===== src/rtl/decode_dispatch_align.sv =====
// Compressed-block decode front/back end: dispatches each word to its mode
// decoder by header and re-aligns the fixed-latency returns into one ordered stream.
module decode_dispatch_align #(
  parameter int unsigned            DATA_W    = 64,
  parameter int unsigned            NUM_MODES = 4,
  parameter int unsigned            PIX_W     = 24,
  parameter int unsigned            PIX_N     = 8,
  parameter int unsigned            BLK_COLS  = 180,
  parameter int unsigned            BLK_ROWS  = 780,
  parameter logic [4*NUM_MODES-1:0] MODE_LAT  = {4'd6, 4'd5, 4'd4, 4'd6}
) (
  input  logic                                 clk_in,
  input  logic                                 rst_n,
  input  logic                                 in_valid,
  input  logic [DATA_W-1:0]                    in_data,
  output logic [NUM_MODES-1:0]                 disp_valid,
  output logic [DATA_W-1:0]                    disp_data,
  output logic [$clog2(BLK_COLS)-1:0]          disp_col,
  output logic [$clog2(BLK_ROWS)-1:0]          disp_row,
  input  logic [NUM_MODES-1:0]                 ret_valid,
  input  logic [NUM_MODES*PIX_N*PIX_W-1:0]     ret_pix,
  output logic                                 out_valid,
  output logic [PIX_N*PIX_W-1:0]               out_pix,
  output logic [$clog2(NUM_MODES)-1:0]         out_mode,
  output logic [$clog2(BLK_COLS)-1:0]          out_col,
  output logic [$clog2(BLK_ROWS)-1:0]          out_row,
  output logic                                 out_sof,
  output logic                                 out_eol,
  output logic                                 out_eof,
  output logic                                 err_missing,
  output logic                                 err_unexpected,
  input  logic                                 clr_err
);

  function automatic int unsigned lat_of(input int unsigned m);
    return 32'(MODE_LAT[4*m +: 4]);
  endfunction

  function automatic int unsigned max_lat_f();
    int unsigned mx = 0;
    for (int unsigned m = 0; m < NUM_MODES; m++) begin
      if (lat_of(m) > mx) mx = lat_of(m);
    end
    return mx;
  endfunction

  localparam int unsigned HDR_W   = $clog2(NUM_MODES);
  localparam int unsigned COL_W   = $clog2(BLK_COLS);
  localparam int unsigned ROW_W   = $clog2(BLK_ROWS);
  localparam int unsigned BLK_W   = PIX_N * PIX_W;
  localparam int unsigned MAX_LAT = max_lat_f();

  logic [HDR_W-1:0] hdr;
  assign hdr = in_data[DATA_W-1 -: HDR_W];

  // Block position counters, advanced once per accepted word
  logic [COL_W-1:0] col_q, col_d;
  logic [ROW_W-1:0] row_q, row_d;

  always_comb begin
    col_d = col_q;
    row_d = row_q;
    if (in_valid) begin
      if (col_q == COL_W'(BLK_COLS - 1)) begin
        col_d = '0;
        row_d = (row_q == ROW_W'(BLK_ROWS - 1)) ? '0 : row_q + ROW_W'(1);
      end else begin
        col_d = col_q + COL_W'(1);
      end
    end
  end

  // Dispatch register shared by all mode decoders
  logic [NUM_MODES-1:0] disp_valid_q, disp_valid_d;
  logic [DATA_W-1:0]    disp_data_q,  disp_data_d;
  logic [COL_W-1:0]     disp_col_q,   disp_col_d;
  logic [ROW_W-1:0]     disp_row_q,   disp_row_d;

  always_comb begin
    disp_valid_d = '0;
    disp_data_d  = disp_data_q;
    disp_col_d   = disp_col_q;
    disp_row_d   = disp_row_q;
    if (in_valid) begin
      disp_valid_d = NUM_MODES'(1) << hdr;
      disp_data_d  = in_data;
      disp_col_d   = col_q;
      disp_row_d   = row_q;
    end
  end

  // Tag pipeline: stage k holds the word dispatched k cycles ago
  logic             tag_vld_q  [MAX_LAT+1];
  logic             tag_vld_d  [MAX_LAT+1];
  logic [HDR_W-1:0] tag_mode_q [MAX_LAT+1];
  logic [HDR_W-1:0] tag_mode_d [MAX_LAT+1];
  logic [COL_W-1:0] tag_col_q  [MAX_LAT+1];
  logic [COL_W-1:0] tag_col_d  [MAX_LAT+1];
  logic [ROW_W-1:0] tag_row_q  [MAX_LAT+1];
  logic [ROW_W-1:0] tag_row_d  [MAX_LAT+1];

  always_comb begin
    tag_vld_d[0]  = in_valid;
    tag_mode_d[0] = hdr;
    tag_col_d[0]  = col_q;
    tag_row_d[0]  = row_q;
    for (int unsigned k = 1; k <= MAX_LAT; k++) begin
      tag_vld_d[k]  = tag_vld_q[k-1];
      tag_mode_d[k] = tag_mode_q[k-1];
      tag_col_d[k]  = tag_col_q[k-1];
      tag_row_d[k]  = tag_row_q[k-1];
    end
  end

  logic [NUM_MODES-1:0] expected;
  logic [NUM_MODES-1:0] accept;
  logic [NUM_MODES-1:0] algn_vld;
  logic [BLK_W-1:0]     algn_pix [NUM_MODES];

  // Per-mode return check and delay line padding every mode up to MAX_LAT
  for (genvar m = 0; m < NUM_MODES; m++) begin : g_mode
    localparam int unsigned LAT = lat_of(m);
    localparam int unsigned DLY = MAX_LAT - LAT;

    logic [BLK_W-1:0] pix_in;
    assign pix_in      = ret_pix[m*BLK_W +: BLK_W];
    assign expected[m] = tag_vld_q[LAT] && (tag_mode_q[LAT] == HDR_W'(m));
    assign accept[m]   = ret_valid[m] & expected[m];

    if (DLY == 0) begin : g_wire
      assign algn_vld[m] = accept[m];
      assign algn_pix[m] = pix_in;
    end else begin : g_line
      logic             dl_vld_q [DLY];
      logic             dl_vld_d [DLY];
      logic [BLK_W-1:0] dl_pix_q [DLY];
      logic [BLK_W-1:0] dl_pix_d [DLY];

      always_comb begin
        dl_vld_d[0] = accept[m];
        dl_pix_d[0] = accept[m] ? pix_in : '0;
        for (int unsigned i = 1; i < DLY; i++) begin
          dl_vld_d[i] = dl_vld_q[i-1];
          dl_pix_d[i] = dl_pix_q[i-1];
        end
      end

      always_ff @(posedge clk_in or negedge rst_n) begin
        if (!rst_n) begin
          for (int unsigned i = 0; i < DLY; i++) begin
            dl_vld_q[i] <= 1'b0;
            dl_pix_q[i] <= '0;
          end
        end else begin
          for (int unsigned i = 0; i < DLY; i++) begin
            dl_vld_q[i] <= dl_vld_d[i];
            dl_pix_q[i] <= dl_pix_d[i];
          end
        end
      end

      assign algn_vld[m] = dl_vld_q[DLY-1];
      assign algn_pix[m] = dl_pix_q[DLY-1];
    end
  end

  // Sticky error flags; a new error wins over a simultaneous clear
  logic err_missing_q, err_missing_d;
  logic err_unexpected_q, err_unexpected_d;

  always_comb begin
    err_missing_d    = (err_missing_q & ~clr_err) | (|(expected & ~ret_valid));
    err_unexpected_d = (err_unexpected_q & ~clr_err) | (|(ret_valid & ~expected));
  end

  // Output register fed from the last tag stage
  logic             out_valid_q, out_valid_d;
  logic [BLK_W-1:0] out_pix_q,   out_pix_d;
  logic [HDR_W-1:0] out_mode_q,  out_mode_d;
  logic [COL_W-1:0] out_col_q,   out_col_d;
  logic [ROW_W-1:0] out_row_q,   out_row_d;
  logic             out_sof_q,   out_sof_d;
  logic             out_eol_q,   out_eol_d;
  logic             out_eof_q,   out_eof_d;
  logic [HDR_W-1:0] fin_mode;
  logic [COL_W-1:0] fin_col;
  logic [ROW_W-1:0] fin_row;

  assign fin_mode = tag_mode_q[MAX_LAT];
  assign fin_col  = tag_col_q[MAX_LAT];
  assign fin_row  = tag_row_q[MAX_LAT];

  always_comb begin
    out_valid_d = tag_vld_q[MAX_LAT];
    out_pix_d   = out_pix_q;
    out_mode_d  = out_mode_q;
    out_col_d   = out_col_q;
    out_row_d   = out_row_q;
    out_sof_d   = 1'b0;
    out_eol_d   = 1'b0;
    out_eof_d   = 1'b0;
    if (tag_vld_q[MAX_LAT]) begin
      out_mode_d = fin_mode;
      out_col_d  = fin_col;
      out_row_d  = fin_row;
      out_sof_d  = (fin_col == '0) && (fin_row == '0);
      out_eol_d  = (fin_col == COL_W'(BLK_COLS - 1));
      out_eof_d  = out_eol_d && (fin_row == ROW_W'(BLK_ROWS - 1));
      out_pix_d  = algn_vld[fin_mode] ? algn_pix[fin_mode] : '0;
    end
  end

  always_ff @(posedge clk_in or negedge rst_n) begin
    if (!rst_n) begin
      col_q            <= '0;
      row_q            <= '0;
      disp_valid_q     <= '0;
      disp_data_q      <= '0;
      disp_col_q       <= '0;
      disp_row_q       <= '0;
      for (int unsigned k = 0; k <= MAX_LAT; k++) begin
        tag_vld_q[k]  <= 1'b0;
        tag_mode_q[k] <= '0;
        tag_col_q[k]  <= '0;
        tag_row_q[k]  <= '0;
      end
      err_missing_q    <= 1'b0;
      err_unexpected_q <= 1'b0;
      out_valid_q      <= 1'b0;
      out_pix_q        <= '0;
      out_mode_q       <= '0;
      out_col_q        <= '0;
      out_row_q        <= '0;
      out_sof_q        <= 1'b0;
      out_eol_q        <= 1'b0;
      out_eof_q        <= 1'b0;
    end else begin
      col_q            <= col_d;
      row_q            <= row_d;
      disp_valid_q     <= disp_valid_d;
      disp_data_q      <= disp_data_d;
      disp_col_q       <= disp_col_d;
      disp_row_q       <= disp_row_d;
      for (int unsigned k = 0; k <= MAX_LAT; k++) begin
        tag_vld_q[k]  <= tag_vld_d[k];
        tag_mode_q[k] <= tag_mode_d[k];
        tag_col_q[k]  <= tag_col_d[k];
        tag_row_q[k]  <= tag_row_d[k];
      end
      err_missing_q    <= err_missing_d;
      err_unexpected_q <= err_unexpected_d;
      out_valid_q      <= out_valid_d;
      out_pix_q        <= out_pix_d;
      out_mode_q       <= out_mode_d;
      out_col_q        <= out_col_d;
      out_row_q        <= out_row_d;
      out_sof_q        <= out_sof_d;
      out_eol_q        <= out_eol_d;
      out_eof_q        <= out_eof_d;
    end
  end

  assign disp_valid     = disp_valid_q;
  assign disp_data      = disp_data_q;
  assign disp_col       = disp_col_q;
  assign disp_row       = disp_row_q;
  assign out_valid      = out_valid_q;
  assign out_pix        = out_pix_q;
  assign out_mode       = out_mode_q;
  assign out_col        = out_col_q;
  assign out_row        = out_row_q;
  assign out_sof        = out_sof_q;
  assign out_eol        = out_eol_q;
  assign out_eof        = out_eof_q;
  assign err_missing    = err_missing_q;
  assign err_unexpected = err_unexpected_q;

endmodule


===== config.mk =====
export PLATFORM = sky130hd
export DESIGN_NAME = decode_dispatch_align
export DESIGN_NICKNAME = d
export VERILOG_FILES = /design/src/rtl/decode_dispatch_align.sv
export SDC_FILE = /design/constraint.sdc
export NUM_CORES = 1
export LEC_CHECK = 0
export CORE_AREA = 2 2 441 443
export DETAILED_ROUTE_END_ITERATION = 7
export DIE_AREA = 0 0 443 445
export PLACE_DENSITY = 0.42
export SLEW_MARGIN = 0
export SYNTH_ARGS = -nofsm -noshare
export SYNTH_HDL_FRONTEND = slang
export SYNTH_SLANG_ARGS = --single-unit

===== constraint.sdc =====
create_clock -name clk_in -period 3.07 [get_ports clk_in]
set_clock_uncertainty 0.1 [all_clocks]
set_input_delay 0.614 -clock clk_in [delete_from_list [all_inputs] [get_ports clk_in]]
set_output_delay 0.614 -clock clk_in [all_outputs]
set_load 0.05 [all_outputs]

Word-level counts from Yosys, hierarchy flattened:

Cells that the tools add are included.
W data, S select, Z words.

* bits in registers: 1048
* bits in latches: 0
* memory bits (writable): 0
* ROM bits: 0
* output and inout bits: 304
* word-level logic and storage cells: 102
* memories: 0

* add/sub/neg operators: 2
* multiply operators: 0
* div/mod/pow operators: 0
* magnitude comparators: 2
* equal/unequal tests: 7
* shifts and indexed selects: 1
* muxes and demuxes: 14
* bitwise logic cells: 14
* reductions and logical operators: 12

Operator list (count)
* $mux W192: 5
* $bmux W192 S2: 1
* $eq A10 B10 Y1 const B: 2
* $eq A8 B8 Y1 const B: 2
* $add A10 B1 Y10 const B: 1
* $logic_not A10 Y1: 1
* $mux W10: 1
* $add A8 B1 Y8 const B: 1
* $and A4 B4 Y4: 2
* $logic_not A8 Y1: 1
* $mux W8: 1
* $not A4 Y4: 2
* $reduce_or A4 Y1: 2
* $and A1 B1 Y1: 6
* $logic_and A1 B1 Y1: 6
* $eq A2 B2 Y1 const B: 2
* $mux W1: 4
* $mux W4: 1
* $shl A1 B2 Y4 const A: 1
* $ge A3 B3 Y1 const B: 1
* $lt A2 B3 Y1 const B: 1
* $not A2 Y3: 1
* $bmux W1 S2: 1
* $eq A2 B1 Y1 const B: 1
* 4 further kinds: 5

Longest topological paths before layout:

* depth in word-level cells: 6
* mapped depth: 7
* mapped depth without buffers: 5

Worst setup path after synthesis:

No wires, ideal clock.

* path kind: register -> register
* start: register row_q[0]
* end: register row_q[3]
* setup time: 0.121 ns
* arrival: 1.609 ns
* path slack: 1.240 ns
* stages on the path, launching flop included: 6
* path through: dfrtp_1 ha_1 nand4_1 or4b_1 a21o_1 a22o_1

* longest elaborated chain between the ends: 2
* elaborated cells between the ends (all ways): 3
* those cells by class: add/sub (1); eq/ne (1); mux (1)

RTL lines
* start: declaration: RTL line 58 `logic [ROW_W-1:0] row_q, row_d;`
* start signal: assignment: RTL line 239 `row_q <= row_d;`
* $add A10 B1 Y10 or $eq A10 B10 Y1 (tied branches): RTL line 66 `row_d = (row_q == ROW_W'(BLK_ROWS - 1)) ? '0 : row_q + ROW_W'(1);`
* $mux W10 (*): RTL line 66

Every way passes the cells marked *; elsewhere a longest branch is shown, timed or not.
A chain may end at the register's enable or synchronous reset.

Worst setup path after layout:

* start: register out_pix_q[78], in the netlist out_pix[78]
* end: output port out_pix[78]

RTL lines
* start: declaration: RTL line 178 `logic [BLK_W-1:0] out_pix_q, out_pix_d;`
* start signal: assignment: RTL line 253 `out_pix_q <= out_pix_d;`
* end: declaration: RTL line 23 `output logic [PIX_N*PIX_W-1:0] out_pix,`

No word-level cell between the ends.

==> results.py <==
metrics = {
    "status": {
        "outcome": "finished, final reports clean",
    },
    "worst_setup_path": {
        "path_cells": "clkdlybuf4s50_1",
        "crit_required_ns": 2.36,
        "cp_top_family": "buffers and inverters",
        "cp_max_fo": 2,
        "crit_type": "reg -> out",
        "r2r-end": "out_pix[78]",
        "cp_num_buf_inv": 1,
        "cp.arrival_ns": 2.19,
        "cp_slowest_cell": "clkdlybuf4s50_1",
        "rrSetupSlack_ns": 0.79,
        "end_kind": "primary output",
        "crit_path_start_kind": "register",
        "reg2regPathDepth": 4,
        "regToRegStartpoint": "fin_mode[0]",
        "cp_slowest_stage_delay_ns": 0.95,
    },
    "pwr": {
        "p_leak_nw": 25.1,
        "p_int_mw": 26.4,
        "ir_drop_uv": 507,
        "power_frac_comb_pct": 13.7,
        "powerDensity_nw_per_um2": 627,
        "power_switching_share_pct": 27.1,
        "clock_power_share_pct": 44.8,
        "p_sw_mw": 9.80,
        "seqPwrFrac_pct": 41.5,
    },
    "sta": {
        "fin_crit_sh_pct": 94.5,
        "whs_ns": 0.224,
        "period_needed_ns": 2.90,
        "tightest_slew_ns": 0.995,
        "rsz0062_at_grt": "false",
        "setup_violations": 0,
        "relSlewSlack_pct": 33.7,
        "slew_viol_final": 0,
        "clock.fmax_ghz": 0.345,
        "finalSetupTns_ns": 0,
        "final-hold-violation-count": 0,
    },
    "die": {
        "die_h_um": 445,
        "die-area_um2": 197000,
        "initial_core_util_pct": 19.9,
        "core_um2": 192000,
        "row_count": 161,
        "die_w_um": 443,
        "io_pins": 1144,
    },
    "layout": {
        "final_cell_mix": "clkdlybuf4s50_1, dfrtp_1, and2_1",
        "fillerInstances": 19445,
        "layout_commonest_cell": "clkdlybuf4s50_1",
        "nets": 4602,
        "finalNonFillerCells": 6432,
        "syn_to_final_growth_pct": 51.5,
        "drive_gt1_share_pct": 15.5,
    },
    "grt": {
        "grt_pass1_wl_mm": 230,
        "grt_overflow": 0,
        "grt_start_max_net_pins": 144,
        "grt_antenna_before_repair": 118,
        "first_global_vias": 26474,
        "grt_usage_pct": 17.1,
    },
    "placed_design": {
        "dp_hpwl_mm": 131,
        "io_buffers": 1143,
        "placedCellCount": 6150,
        "place_congestion": 0.879,
    },
    "logic_synthesis": {
        "syn_nets": 3417,
        "synth_area_um2": 38100,
        "seq_area_frac_synth_pct": 68.8,
        "synthFlopType": "dfrtp_1",
        "async_flop_share_pct": 100,
        "yosys_warnings": 0,
        "synth_edf_count": 0,
        "ys_ff_latch": 1048,
        "yosys.cell_types.count": 41,
        "postSynthAreaPerCell_um2": 14.8,
        "synth_cells": 2575,
    },
    "route": {
        "wirelength_mm": 171,
        "antenna_left": 0,
        "wl_per_cell_um": 26.6,
        "via_count": 25554,
        "drt_pass1_iterations": 6,
        "routed_via_density": 3.97,
        "drc": 0,
        "drtIter0Drc": 1796,
    },
    "hold_path": {
        "min_path_type": "reg -> reg",
        "holdPathEnd": "algn_pix[511]",
        "hp-start": "g_mode[1].g_line.dl_pix_d[127]",
        "hold_depth": 0,
    },
    "clock_tree": {
        "cts_sinks": 1048,
        "cts_root_buf": "clkbuf_16",
        "insertion_delay_ns": 0.79,
        "htree_num_levels": 4,
        "cts_tree": "built",
        "ctsLongestPathBuffers": 3,
        "cts_inserted_buffers": 132,
        "postCtsSetupBuffers": 0,
        "path_clk_slew_ns": 0.06,
    },
    "flow_run": {
        "drv_cap": 0,
    },
}
-- worst max-delay path by stage --
stage	from	to	slack (ns)	cells after the start
after floorplan	row_q[0]	row_q[3]	1.24	5
after global placement	ret_valid[3]	out_pix[80]	0.24	5
after detailed placement	ret_valid[3]	out_pix[15]	0.23	5
after CTS	out_pix[26]	out_pix[26]	0.03	1
after global routing	out_pix[26]	out_pix[26]	0.1	1
final	out_pix[78]	out_pix[78]	0.17	1
-- area by class of cell --
type | instances | area (um^2) | area share [%]
tap | 2526 | 3160 | 5.47
inverter | 198 | 743 | 1.29
sequential | 1048 | 26200 | 45.4
antenna | 41 | 103 | 0.178
clock inverter | 52 | 761 | 1.32
clock buffer | 187 | 3820 | 6.62
multi-input combinational | 1164 | 10500 | 18.1
timing repair buffer | 1216 | 12500 | 21.6
-- synthesized netlist by cell type, types with 2 or more instances --
cell type / count / area share, %
nor3_1: 5 / 0.066
nor2_1: 17 / 0.17
clkbuf_1: 95 / 0.94
o21ai_0: 3 / 0.039
nand3_1: 204 / 2.7
nand4_1: 5 / 0.082
nor4_1: 4 / 0.066
nor3_2: 2 / 0.053
and2_1: 385 / 6.3
dfrtp_1: 1048 / 69
nand2_1: 12 / 0.12
o21ai_1: 194 / 2.5
mux2_2: 102 / 3.0
xor2_1: 5 / 0.11
mux4_2: 193 / 11
nor2b_1: 2 / 0.033
xnor2_1: 5 / 0.11
buf_1: 11 / 0.11
buf_2: 56 / 0.74
o22ai_1: 2 / 0.033
inv_1: 198 / 1.9
nor4b_1: 2 / 0.046
a31oi_1: 2 / 0.033
ha_1: 2 / 0.066
buf_4: 2 / 0.039
a22o_1: 3 / 0.069
nand3b_1: 2 / 0.039
-- registers in the layout (all words and copies together), names as in the netlist, 2 cells and up --
register	flops
out_pix	192
tag_vld_d	6
tag_mode_d	12
g_mode.g_line.dl_pix_q	192
out_mode	2
out_row	10
fin_col	8
row_q	10
disp_row	10
fin_row	10
tag_col_d	48
g_mode.g_line.dl_pix_d	192
algn_pix	192
fin_mode	2
out_col	8
col_q	8
disp_valid	4
tag_row_d	60
disp_col	8
disp_data	64
-- per-stage QoR --
stage               area [um^2]  util, %  setup slack [ns]  total power [mW]
floorplan                 38100        -              1.24              17.4
global placement          53000     27.6             0.241              20.3
detailed placement        53000     27.6             0.234              20.3
CTS                       57600     30.0            0.0309              36.9
global route              57700     30.1            0.0955              37.7
finish                    57700     30.1             0.170              36.2
-- routing by layer --
layer | track usage, % | routed length [um] | vias to the layer above
met1 | 20.6 | 67600 | 13113
met5 | 0 | 252 | -
met3 | 5.09 | 11800 | 312
met2 | 27.8 | 84200 | 949
met4 | 8.27 | 7340 | 36
li1 | - | - | 11144
-- kinds of logic (layout without fill, tap and decap cells) --
family                     Yosys count  after routing  share of synthesized area (%)
DFF                               1048           1048                           68.8
and+or+nand+nor                    649            649                           9.89
buffers and inverters              363           1653                           3.79
muxes                              296            296                           14.4
AOI/OAI and AO/OA                  207            207                           2.78
xor gates and xnor gates            10             10                          0.230
adders and majority gates            2              2                         0.0656
other                                0             41                              0
-- power groups by stage --
stage               clock (mW)  sequential (mW)  combinational (mW)
finish                    16.2             15.0                4.97
global route              17.3             15.1                5.25
CTS                       16.7             15.0                5.09
detailed placement           0             15.3                5.07
global placement             0             15.3                5.08
floorplan                    0             16.3                1.13
-- repair_timing --
action,CTS,global route
hold buffers,2,0
hold endpoints to repair,31,0
gates resized for setup,0,0
No activity file was read; power rests on OpenSTA's default activity.
